**src/rtl/mrx_tag_sync_capture_pkg.sv**
```systemverilog
// Shared definitions for the anchor-side tag sync framer: state encodings, GPIO bit map
// and sync-pulse timing defaults common with the tag-side controller.
package mrx_tag_sync_capture_pkg;

    typedef enum logic [1:0] {
        ST_IDLE     = 2'b00,
        ST_WAIT_LOW = 2'b01,
        ST_MEAS     = 2'b10,
        ST_CAPTURE  = 2'b11
    } cap_state_t;

    // Tag drives LOC_SYNCH/HOP_TX on its 0x001/0x010 mask; they land on anchor mask 0x022.
    localparam int              GPIO_SYNC_BIT  = 1;
    localparam int              GPIO_TX_BIT    = 5;
    localparam logic [11:0]     GPIO_IN_MASK   = 12'h022;

    localparam int              NSIG_DEFAULT     = 16384;
    localparam int              SYNC_TOL_DEFAULT = 64;

    localparam int              TX_WINDOW = 16;
    localparam int              TX_TMR_W  = $clog2(TX_WINDOW);

endpackage

```
**src/rtl/mrx_tag_sync_capture_gpio_sync_edge.sv**
```systemverilog
// Two-flop synchronizer for one asynchronous GPIO line, plus rise/fall detect on the
// synchronized copy. No reset, so the synchronized level is already valid when reset lifts.
module mrx_tag_sync_capture_gpio_sync_edge
    import mrx_tag_sync_capture_pkg::*;
(
    input  logic clk,
    input  logic din,
    output logic level,
    output logic rise,
    output logic fall
);

    logic [2:0] sr;

    always_ff @(posedge clk) begin
        sr <= {sr[1:0], din};
    end

    assign level = sr[1];
    assign rise  = sr[1] & ~sr[2];
    assign fall  = ~sr[1] & sr[2];

endmodule

```
**src/rtl/mrx_tag_sync_capture.sv**
```systemverilog
// Receive framer: validates the tag's LOC_SYNCH pulse length, then gates one hop of RX IQ
// samples onto the output stream with hop index and tlast.
module mrx_tag_sync_capture
    import mrx_tag_sync_capture_pkg::*;
#(
    parameter int DATA_WIDTH     = 16,
    parameter int PHASE_WIDTH    = 24,
    parameter int NHOP_WIDTH     = 8,
    parameter int GPIO_REG_WIDTH = 12,
    parameter int SYNC_IN_BIT    = GPIO_SYNC_BIT,
    parameter int TX_IN_BIT      = GPIO_TX_BIT,
    parameter int NSIG           = NSIG_DEFAULT,
    parameter int SYNC_TOL       = SYNC_TOL_DEFAULT,
    parameter int NSYMB_PER_HOP  = 8,
    parameter int NUM_HOPS       = 64
) (
    input  logic                      clk,
    input  logic                      reset,
    input  logic [GPIO_REG_WIDTH-1:0] fp_gpio_in,
    input  logic [DATA_WIDTH-1:0]     in_idata,
    input  logic [DATA_WIDTH-1:0]     in_qdata,
    input  logic                      in_tvalid,
    output logic [DATA_WIDTH-1:0]     out_idata,
    output logic [DATA_WIDTH-1:0]     out_qdata,
    output logic                      out_tvalid,
    output logic                      out_tlast,
    input  logic                      out_tready,
    output logic [NHOP_WIDTH-1:0]     hop_idx,
    output logic [PHASE_WIDTH-1:0]    samp_idx,
    output logic [1:0]                state,
    output logic [PHASE_WIDTH-1:0]    sync_len,
    output logic                      sync_err,
    output logic [15:0]               drop_cnt
);

    localparam int                       CAP_LEN  = NSIG * NSYMB_PER_HOP;
    localparam logic [PHASE_WIDTH-1:0]   LAST_IDX = PHASE_WIDTH'(CAP_LEN - 1);
    localparam logic [NHOP_WIDTH-1:0]    LAST_HOP = NHOP_WIDTH'(NUM_HOPS - 1);
    localparam logic signed [PHASE_WIDTH:0] NSIG_S = (PHASE_WIDTH + 1)'(NSIG);
    localparam logic signed [PHASE_WIDTH:0] TOL_S  = (PHASE_WIDTH + 1)'(SYNC_TOL);

    logic sync_lvl, sync_rise, sync_fall;
    logic tx_lvl, tx_rise_unused, tx_fall_unused;
    logic unused_gpio;

    mrx_tag_sync_capture_gpio_sync_edge u_sync_edge (
        .clk   (clk),
        .din   (fp_gpio_in[SYNC_IN_BIT]),
        .level (sync_lvl),
        .rise  (sync_rise),
        .fall  (sync_fall)
    );

    mrx_tag_sync_capture_gpio_sync_edge u_tx_edge (
        .clk   (clk),
        .din   (fp_gpio_in[TX_IN_BIT]),
        .level (tx_lvl),
        .rise  (tx_rise_unused),
        .fall  (tx_fall_unused)
    );

    assign unused_gpio = ^{fp_gpio_in, tx_rise_unused, tx_fall_unused};

    cap_state_t              state_q, state_d;
    logic                    armed_q, armed_d;
    logic [PHASE_WIDTH-1:0]  len_q, len_d;
    logic [TX_TMR_W-1:0]     tx_tmr_q, tx_tmr_d;
    logic                    tx_ok_q, tx_ok_d;
    logic [DATA_WIDTH-1:0]   idata_d, qdata_d;
    logic                    tvalid_d, tlast_d, err_d;
    logic [NHOP_WIDTH-1:0]   hop_d;
    logic [PHASE_WIDTH-1:0]  samp_d, slen_d;
    logic [15:0]             drop_d;
    logic signed [PHASE_WIDTH:0] len_diff;
    logic                    len_ok, at_last, tx_timeout;

    // Signed, one bit wider than the counter, so a saturated length cannot wrap into range.
    assign len_diff   = $signed({1'b0, len_q}) - NSIG_S;
    assign len_ok     = (len_diff <= TOL_S) && (len_diff >= -TOL_S);
    assign at_last    = (samp_idx == LAST_IDX);
    assign tx_timeout = !(tx_ok_q | tx_lvl) && (tx_tmr_q == '0);

    always_comb begin
        state_d  = state_q;
        armed_d  = armed_q;
        len_d    = len_q;
        tx_tmr_d = tx_tmr_q;
        tx_ok_d  = tx_ok_q;
        idata_d  = out_idata;
        qdata_d  = out_qdata;
        tvalid_d = 1'b0;
        tlast_d  = 1'b0;
        err_d    = 1'b0;
        hop_d    = hop_idx;
        samp_d   = samp_idx;
        slen_d   = sync_len;
        drop_d   = drop_cnt;
        case (state_q)
            ST_IDLE: begin
                armed_d = 1'b0;
                state_d = ST_WAIT_LOW;
            end
            ST_WAIT_LOW: begin
                if (armed_q && sync_rise) begin
                    state_d = ST_MEAS;
                    len_d   = PHASE_WIDTH'(1);
                    armed_d = 1'b0;
                end else if (!sync_lvl) begin
                    armed_d = 1'b1;
                end
            end
            ST_MEAS: begin
                if (sync_fall) begin
                    slen_d = len_q;
                    if (len_ok) begin
                        state_d  = ST_CAPTURE;
                        samp_d   = '0;
                        tx_tmr_d = TX_TMR_W'(TX_WINDOW - 1);
                        tx_ok_d  = 1'b0;
                    end else begin
                        err_d   = 1'b1;
                        state_d = ST_WAIT_LOW;
                    end
                end else if (len_q != '1) begin
                    len_d = len_q + 1'b1;
                end
            end
            ST_CAPTURE: begin
                tx_ok_d = tx_ok_q | tx_lvl;
                if (tx_tmr_q != '0)
                    tx_tmr_d = tx_tmr_q - 1'b1;
                if (in_tvalid) begin
                    if (out_tready) begin
                        tvalid_d = 1'b1;
                        idata_d  = in_idata;
                        qdata_d  = in_qdata;
                    end else if (drop_cnt != 16'hFFFF) begin
                        drop_d = drop_cnt + 1'b1;
                    end
                    // Any sample that ends the hop, normally or by abort, closes the stream.
                    tlast_d = at_last | sync_rise | tx_timeout;
                    if (!at_last)
                        samp_d = samp_idx + 1'b1;
                end
                if (sync_rise) begin
                    err_d   = 1'b1;
                    state_d = ST_MEAS;
                    len_d   = PHASE_WIDTH'(1);
                end else if (tx_timeout) begin
                    err_d   = 1'b1;
                    state_d = ST_WAIT_LOW;
                    armed_d = 1'b0;
                end else if (in_tvalid && at_last) begin
                    hop_d   = (hop_idx == LAST_HOP) ? '0 : hop_idx + 1'b1;
                    state_d = ST_WAIT_LOW;
                    armed_d = 1'b0;
                end
            end
            default: state_d = ST_IDLE;
        endcase
    end

    always_ff @(posedge clk) begin
        if (reset) begin
            state_q    <= ST_IDLE;
            armed_q    <= 1'b0;
            len_q      <= '0;
            tx_tmr_q   <= '0;
            tx_ok_q    <= 1'b0;
            out_idata  <= '0;
            out_qdata  <= '0;
            out_tvalid <= 1'b0;
            out_tlast  <= 1'b0;
            sync_err   <= 1'b0;
            hop_idx    <= '0;
            samp_idx   <= '0;
            sync_len   <= '0;
            drop_cnt   <= '0;
        end else begin
            state_q    <= state_d;
            armed_q    <= armed_d;
            len_q      <= len_d;
            tx_tmr_q   <= tx_tmr_d;
            tx_ok_q    <= tx_ok_d;
            out_idata  <= idata_d;
            out_qdata  <= qdata_d;
            out_tvalid <= tvalid_d;
            out_tlast  <= tlast_d;
            sync_err   <= err_d;
            hop_idx    <= hop_d;
            samp_idx   <= samp_d;
            sync_len   <= slen_d;
            drop_cnt   <= drop_d;
        end
    end

    assign state = state_q;

endmodule

```
**config.mk**
```make
export PLATFORM = sky130hd
export DESIGN_NAME = mrx_tag_sync_capture
export DESIGN_NICKNAME = d
export VERILOG_FILES = /design/src/rtl/mrx_tag_sync_capture_pkg.sv /design/src/rtl/mrx_tag_sync_capture_gpio_sync_edge.sv /design/src/rtl/mrx_tag_sync_capture.sv
export SDC_FILE = /design/constraint.sdc
export NUM_CORES = 1
export LEC_CHECK = 0
export CAP_MARGIN = 20
export CORE_UTILIZATION = 40
export DETAILED_ROUTE_END_ITERATION = 10
export GPL_TIMING_DRIVEN = 0
export PLACE_DENSITY = 0.67
export SETUP_SLACK_MARGIN = 0.05
export SYNTH_ARGS = -nofsm -noshare
export SYNTH_HDL_FRONTEND = slang
export SYNTH_SLANG_ARGS = --single-unit
```
**constraint.sdc**
```tcl
create_clock -name clk -period 3.5 [get_ports clk]
set_input_delay 0.525 -clock clk [delete_from_list [all_inputs] [get_ports clk]]
set_output_delay 0.525 -clock clk [all_outputs]
set_load 0.005 [all_outputs]
```
==> impl_metrics.env <==
export IMPL_run_status="finished clean"
export IMPL_worst_pin_slew_ns=0.692
export IMPL_wire_per_inst_um=14.3
export IMPL_synth_unique_cells=57
export IMPL_filler_cell_count=1466
export IMPL_finalCriticalPeriod_ns=3.02
export IMPL_drtAntennaViolNets=0
export IMPL_antennaDiodeCount=0
export IMPL_tritoncts_num_sinks=144
export IMPL_fmax_ghz=0.332
export IMPL_instances_no_fill=1170
export IMPL_post_synth_xor_area_fraction_pct=4.57
export IMPL_dominant_combinational_cell_family_by_area_after_synthesis="simple AND/OR/NAND/NOR gates"
export IMPL_root_buffer="sky130_fd_sc_hd__clkbuf_16"
export IMPL_timing_max_cap_violations=0
export IMPL_synthSimpleGateAreaFrac_pct=28.6
export IMPL_final_hold_viol_count=0
export IMPL_power_ir_vdd_worst_mv=0.331
export IMPL_grt_pass1_wl_um=26900
export IMPL_critical_path_max_fanout=10
export IMPL_crit_arrival_ns=3.31
export IMPL_yosys_register_bits=144
export IMPL_postCtsHoldBufs=0
export IMPL_netlist_instances=781
export IMPL_fin_skew_ns=0.00653
export IMPL_period_share_pct=86.2
export IMPL_unrepaired_setup_endpoints_after_global_routing="no"
export IMPL_layout_cell_share_with_drive_strength_beyond_1_pct=5.63
export IMPL_grt_pass1_vias=5428
export IMPL_floorplan_initialDensity_pct=41.3
export IMPL_post_drt_via_cell_ratio=5.14
export IMPL_fp_dieW_um=128
export IMPL_synth_adder_area_share_pct=1.78
export IMPL_yosys_warnings=0
export IMPL_globalRouteOverflowTotal=0
export IMPL_hold_path_class="register to register"
export IMPL_drcViolationCount=0
export IMPL_start_kind="register"
export IMPL_synth_area_in_compound_gates_pct=14.3
export IMPL_syn_nets=838
export IMPL_syn_avg_cell_area_sq_um=8.09
export IMPL_post_synth_top_count_cell="sky130_fd_sc_hd__nand2_1"
export IMPL_setup_tns_ns=0
export IMPL_vias=6018
export IMPL_slew_headroom_pct=53.3
export IMPL_powerDensity_nw_per_um2=422
export IMPL_area_grow_syn2layout_pct=37.2
export IMPL_ff_latch_area_sq_um=2880
export IMPL_multi_input_comb_area_sq_um=3170
export IMPL_first_iter_violations=427
export IMPL_first_pass_iters=5
export IMPL_number_of_enable_type_register_cells_in_the_synthesized_netlist=0
export IMPL_ctsHtreeMaxLevel=4
export IMPL_synth_mux_area_fraction_pct=0.970
export IMPL_finalNetCount=1003
export IMPL_synth_area_sq_um=6320
export IMPL_drt_total_wl_um=16700
export IMPL_placeableCoreArea_sq_um=15300
export IMPL_post_cts_resized=0
export IMPL_gp_routability_congestion=0.797
export IMPL_grt_start_max_net_pins=17
export IMPL_synth_seq_area_share_pct=45.6
export IMPL_fin_ws_ns=0.485
export IMPL_total_count_of_max_transition_violations_in_the_final_report=0
export IMPL_ctsLongestPathBuffers=2
export IMPL_synth_top_cells_by_count="sky130_fd_sc_hd__nand2_1 (150), sky130_fd_sc_hd__dfxtp_1 (144), sky130_fd_sc_hd__a21oi_1 (100)"
export IMPL_number_of_buffers_inserted_to_repair_setup_after_cts=0
export IMPL_die_area_sq_um=16300
export IMPL_detailedPlacementHpwl_um=11900
export IMPL_synth_largest_area_cell="sky130_fd_sc_hd__dfxtp_1"
export IMPL_setup_viol=0
export IMPL_place_worst_setup_slack_ns=0.544
export IMPL_layout_core_utilization_pct=56.6
export IMPL_pin_count=157
export IMPL_synth_largest_type_area_fraction_pct=45.6
export IMPL_placement_rows=45
export IMPL_chipHeight_um=128
export IMPL_p_leak_uw=0.00283
export IMPL_synthTopCellsByArea="sky130_fd_sc_hd__dfxtp_1 (46%), sky130_fd_sc_hd__nand2_1 (8.9%), sky130_fd_sc_hd__a21oi_1 (7.9%), sky130_fd_sc_hd__xnor2_1 (3.3%), sky130_fd_sc_hd__nor2_1 (3.1%)"
export IMPL_tritoncts="done"
export IMPL_worst_skew_pair_late_latency_ns=0.42
export IMPL_synth_async_reset_ratio_pct=0
export IMPL_global_route_usage_total_pct=20.9
export IMPL_path_class="register to register"
export IMPL_grt_antenna_before_repair=0
export IMPL_numPlacedInstances=1138
export IMPL_worst_endpoint_required_ns=3.79
export IMPL_clk_transition_reported_paths_ns=0.06
export IMPL_worst_setup_end_kind="register"
export IMPL_cts_buffers_inserted=17
export IMPL_dominantRegCellSynth="sky130_fd_sc_hd__dfxtp_1"
export IMPL_numPortBuffers=146
[cell families after synthesis]
logic type	Yosys count
buffers and inverters	63
DFF	144
muxes	6
xor gates and xnor gates	33
AOI/OAI and AO/OA	158
and+or+nand+nor	368
adders and majority gates	9
[stage by stage]
stage	hold WS [ns]	total power, uW	instance area (sq um)
after CTS	0.331	3690	8670
after floorplan	0.310	1730	6320
final	0.325	3660	8670
after global routing	0.338	3780	8670
after global placement	0.310	1790	8040
after detailed placement	0.314	1790	8040
[flip-flops by register name, summed over array words and instances, names as in the netlist, 2 cells and up]
register / count
drop_cnt: 16
out_idata: 16
hop_idx: 8
u_tx_edge.sr: 2
out_qdata: 16
samp_idx: 24
tx_tmr_q: 4
sync_len: 24
u_sync_edge.sr: 3
state: 2
len_q: 24
[metal layers]
| layer | share of wire, % | GRT usage (%) | wire length, um | up-vias |
|---|---|---|---|---|
| li1 | - | - | - | 3041 |
| met1 | 47 | 27.1 | 7830 | 2811 |
| met2 | 46 | 33.1 | 7760 | 142 |
| met3 | 4.6 | 5.26 | 766 | 24 |
| met4 | 2.1 | 8.72 | 344 | 0 |
| met5 | 0 | 0 | 0 | - |
[where the power goes]
part           leakage, uW  internal, uW  switching, uW
logic              0.00136          51.7           54.5
clock network     0.000312          1210            689
registers          0.00116          1650           5.76
total              0.00283          2910            750
[critical path, stage by stage, from the launching register on]
cell	delay, ns
sky130_fd_sc_hd__dfxtp_1	0.39
sky130_fd_sc_hd__buf_4	0.19
sky130_fd_sc_hd__inv_1	0.05
sky130_fd_sc_hd__ha_1	0.24
sky130_fd_sc_hd__xnor2_1	0.22
sky130_fd_sc_hd__nand3_1	0.12
sky130_fd_sc_hd__a211o_1	0.28
sky130_fd_sc_hd__o32ai_4	0.39
sky130_fd_sc_hd__nand2_1	0.21
sky130_fd_sc_hd__nand2_1	0.23
sky130_fd_sc_hd__clkbuf_1	0.44
sky130_fd_sc_hd__nor2_1	0.11
[final timing paths]
check                               start  cells past startpoint  slack, ns                  endpoint
hold reg to reg   u_tx_edge.sr[0]$_DFF_P_                      0       0.33   u_tx_edge.sr[1]$_DFF_P_
setup reg to reg   len_q[14]$_SDFFE_PP0P_                     11       0.48  samp_idx[0]$_SDFFE_PP0P_
setup / recovery   len_q[14]$_SDFFE_PP0P_                     11       0.48  samp_idx[0]$_SDFFE_PP0P_
hold / removal    u_tx_edge.sr[0]$_DFF_P_                      0       0.33   u_tx_edge.sr[1]$_DFF_P_
[area by class of cell]
type / count / area share [%]
tap: 211 / 3.05
timing repair buffer: 146 / 16.9
sequential: 144 / 33.3
buffer: 47 / 2.35
clock inverter: 10 / 1.52
inverter: 16 / 0.693
multi-input combinational: 574 / 36.6
clock buffer: 22 / 5.70
[cells in the final DEF (no fill, tap or decap), types with 2 or more instances in the layout]
cell type                         netlist  routed
sky130_fd_sc_hd__nor2b_1                4       4
sky130_fd_sc_hd__nor4_1                 4       4
sky130_fd_sc_hd__or2_2                  3       3
sky130_fd_sc_hd__buf_2                  3       3
sky130_fd_sc_hd__xor2_1                 9       9
sky130_fd_sc_hd__clkbuf_1              38      38
sky130_fd_sc_hd__clkbuf_8               0       5
sky130_fd_sc_hd__nand4_1               19      19
sky130_fd_sc_hd__xnor2_1               24      24
sky130_fd_sc_hd__clkbuf_16              0      17
sky130_fd_sc_hd__ha_1                   9       9
sky130_fd_sc_hd__nand2b_1               3       3
sky130_fd_sc_hd__or3_1                 30      30
sky130_fd_sc_hd__nor3b_1                3       3
sky130_fd_sc_hd__inv_1                 16      16
sky130_fd_sc_hd__nand3b_1               2       2
sky130_fd_sc_hd__a211oi_1               4       4
sky130_fd_sc_hd__and4_1                 4       4
sky130_fd_sc_hd__mux2i_1                5       5
sky130_fd_sc_hd__o311ai_0               2       2
sky130_fd_sc_hd__buf_4                  4       4
sky130_fd_sc_hd__clkdlybuf4s50_1        0     146
sky130_fd_sc_hd__a21oi_1              100     100
sky130_fd_sc_hd__o31ai_1                4       4
sky130_fd_sc_hd__nor2_1                52      52
sky130_fd_sc_hd__clkinv_2               0       5
sky130_fd_sc_hd__or4_1                  5       5
sky130_fd_sc_hd__and3_1                13      13
sky130_fd_sc_hd__and2_1                 9       9
sky130_fd_sc_hd__bufinv_16              0       3
sky130_fd_sc_hd__nor3_1                29      29
sky130_fd_sc_hd__nand3_1               28      28
sky130_fd_sc_hd__dfxtp_1              144     144
sky130_fd_sc_hd__o211ai_1               3       3
sky130_fd_sc_hd__or4b_1                 2       2
sky130_fd_sc_hd__nand2_1              150     150
sky130_fd_sc_hd__o21ai_0               31      31
Power figures use the tool's default switching activity.
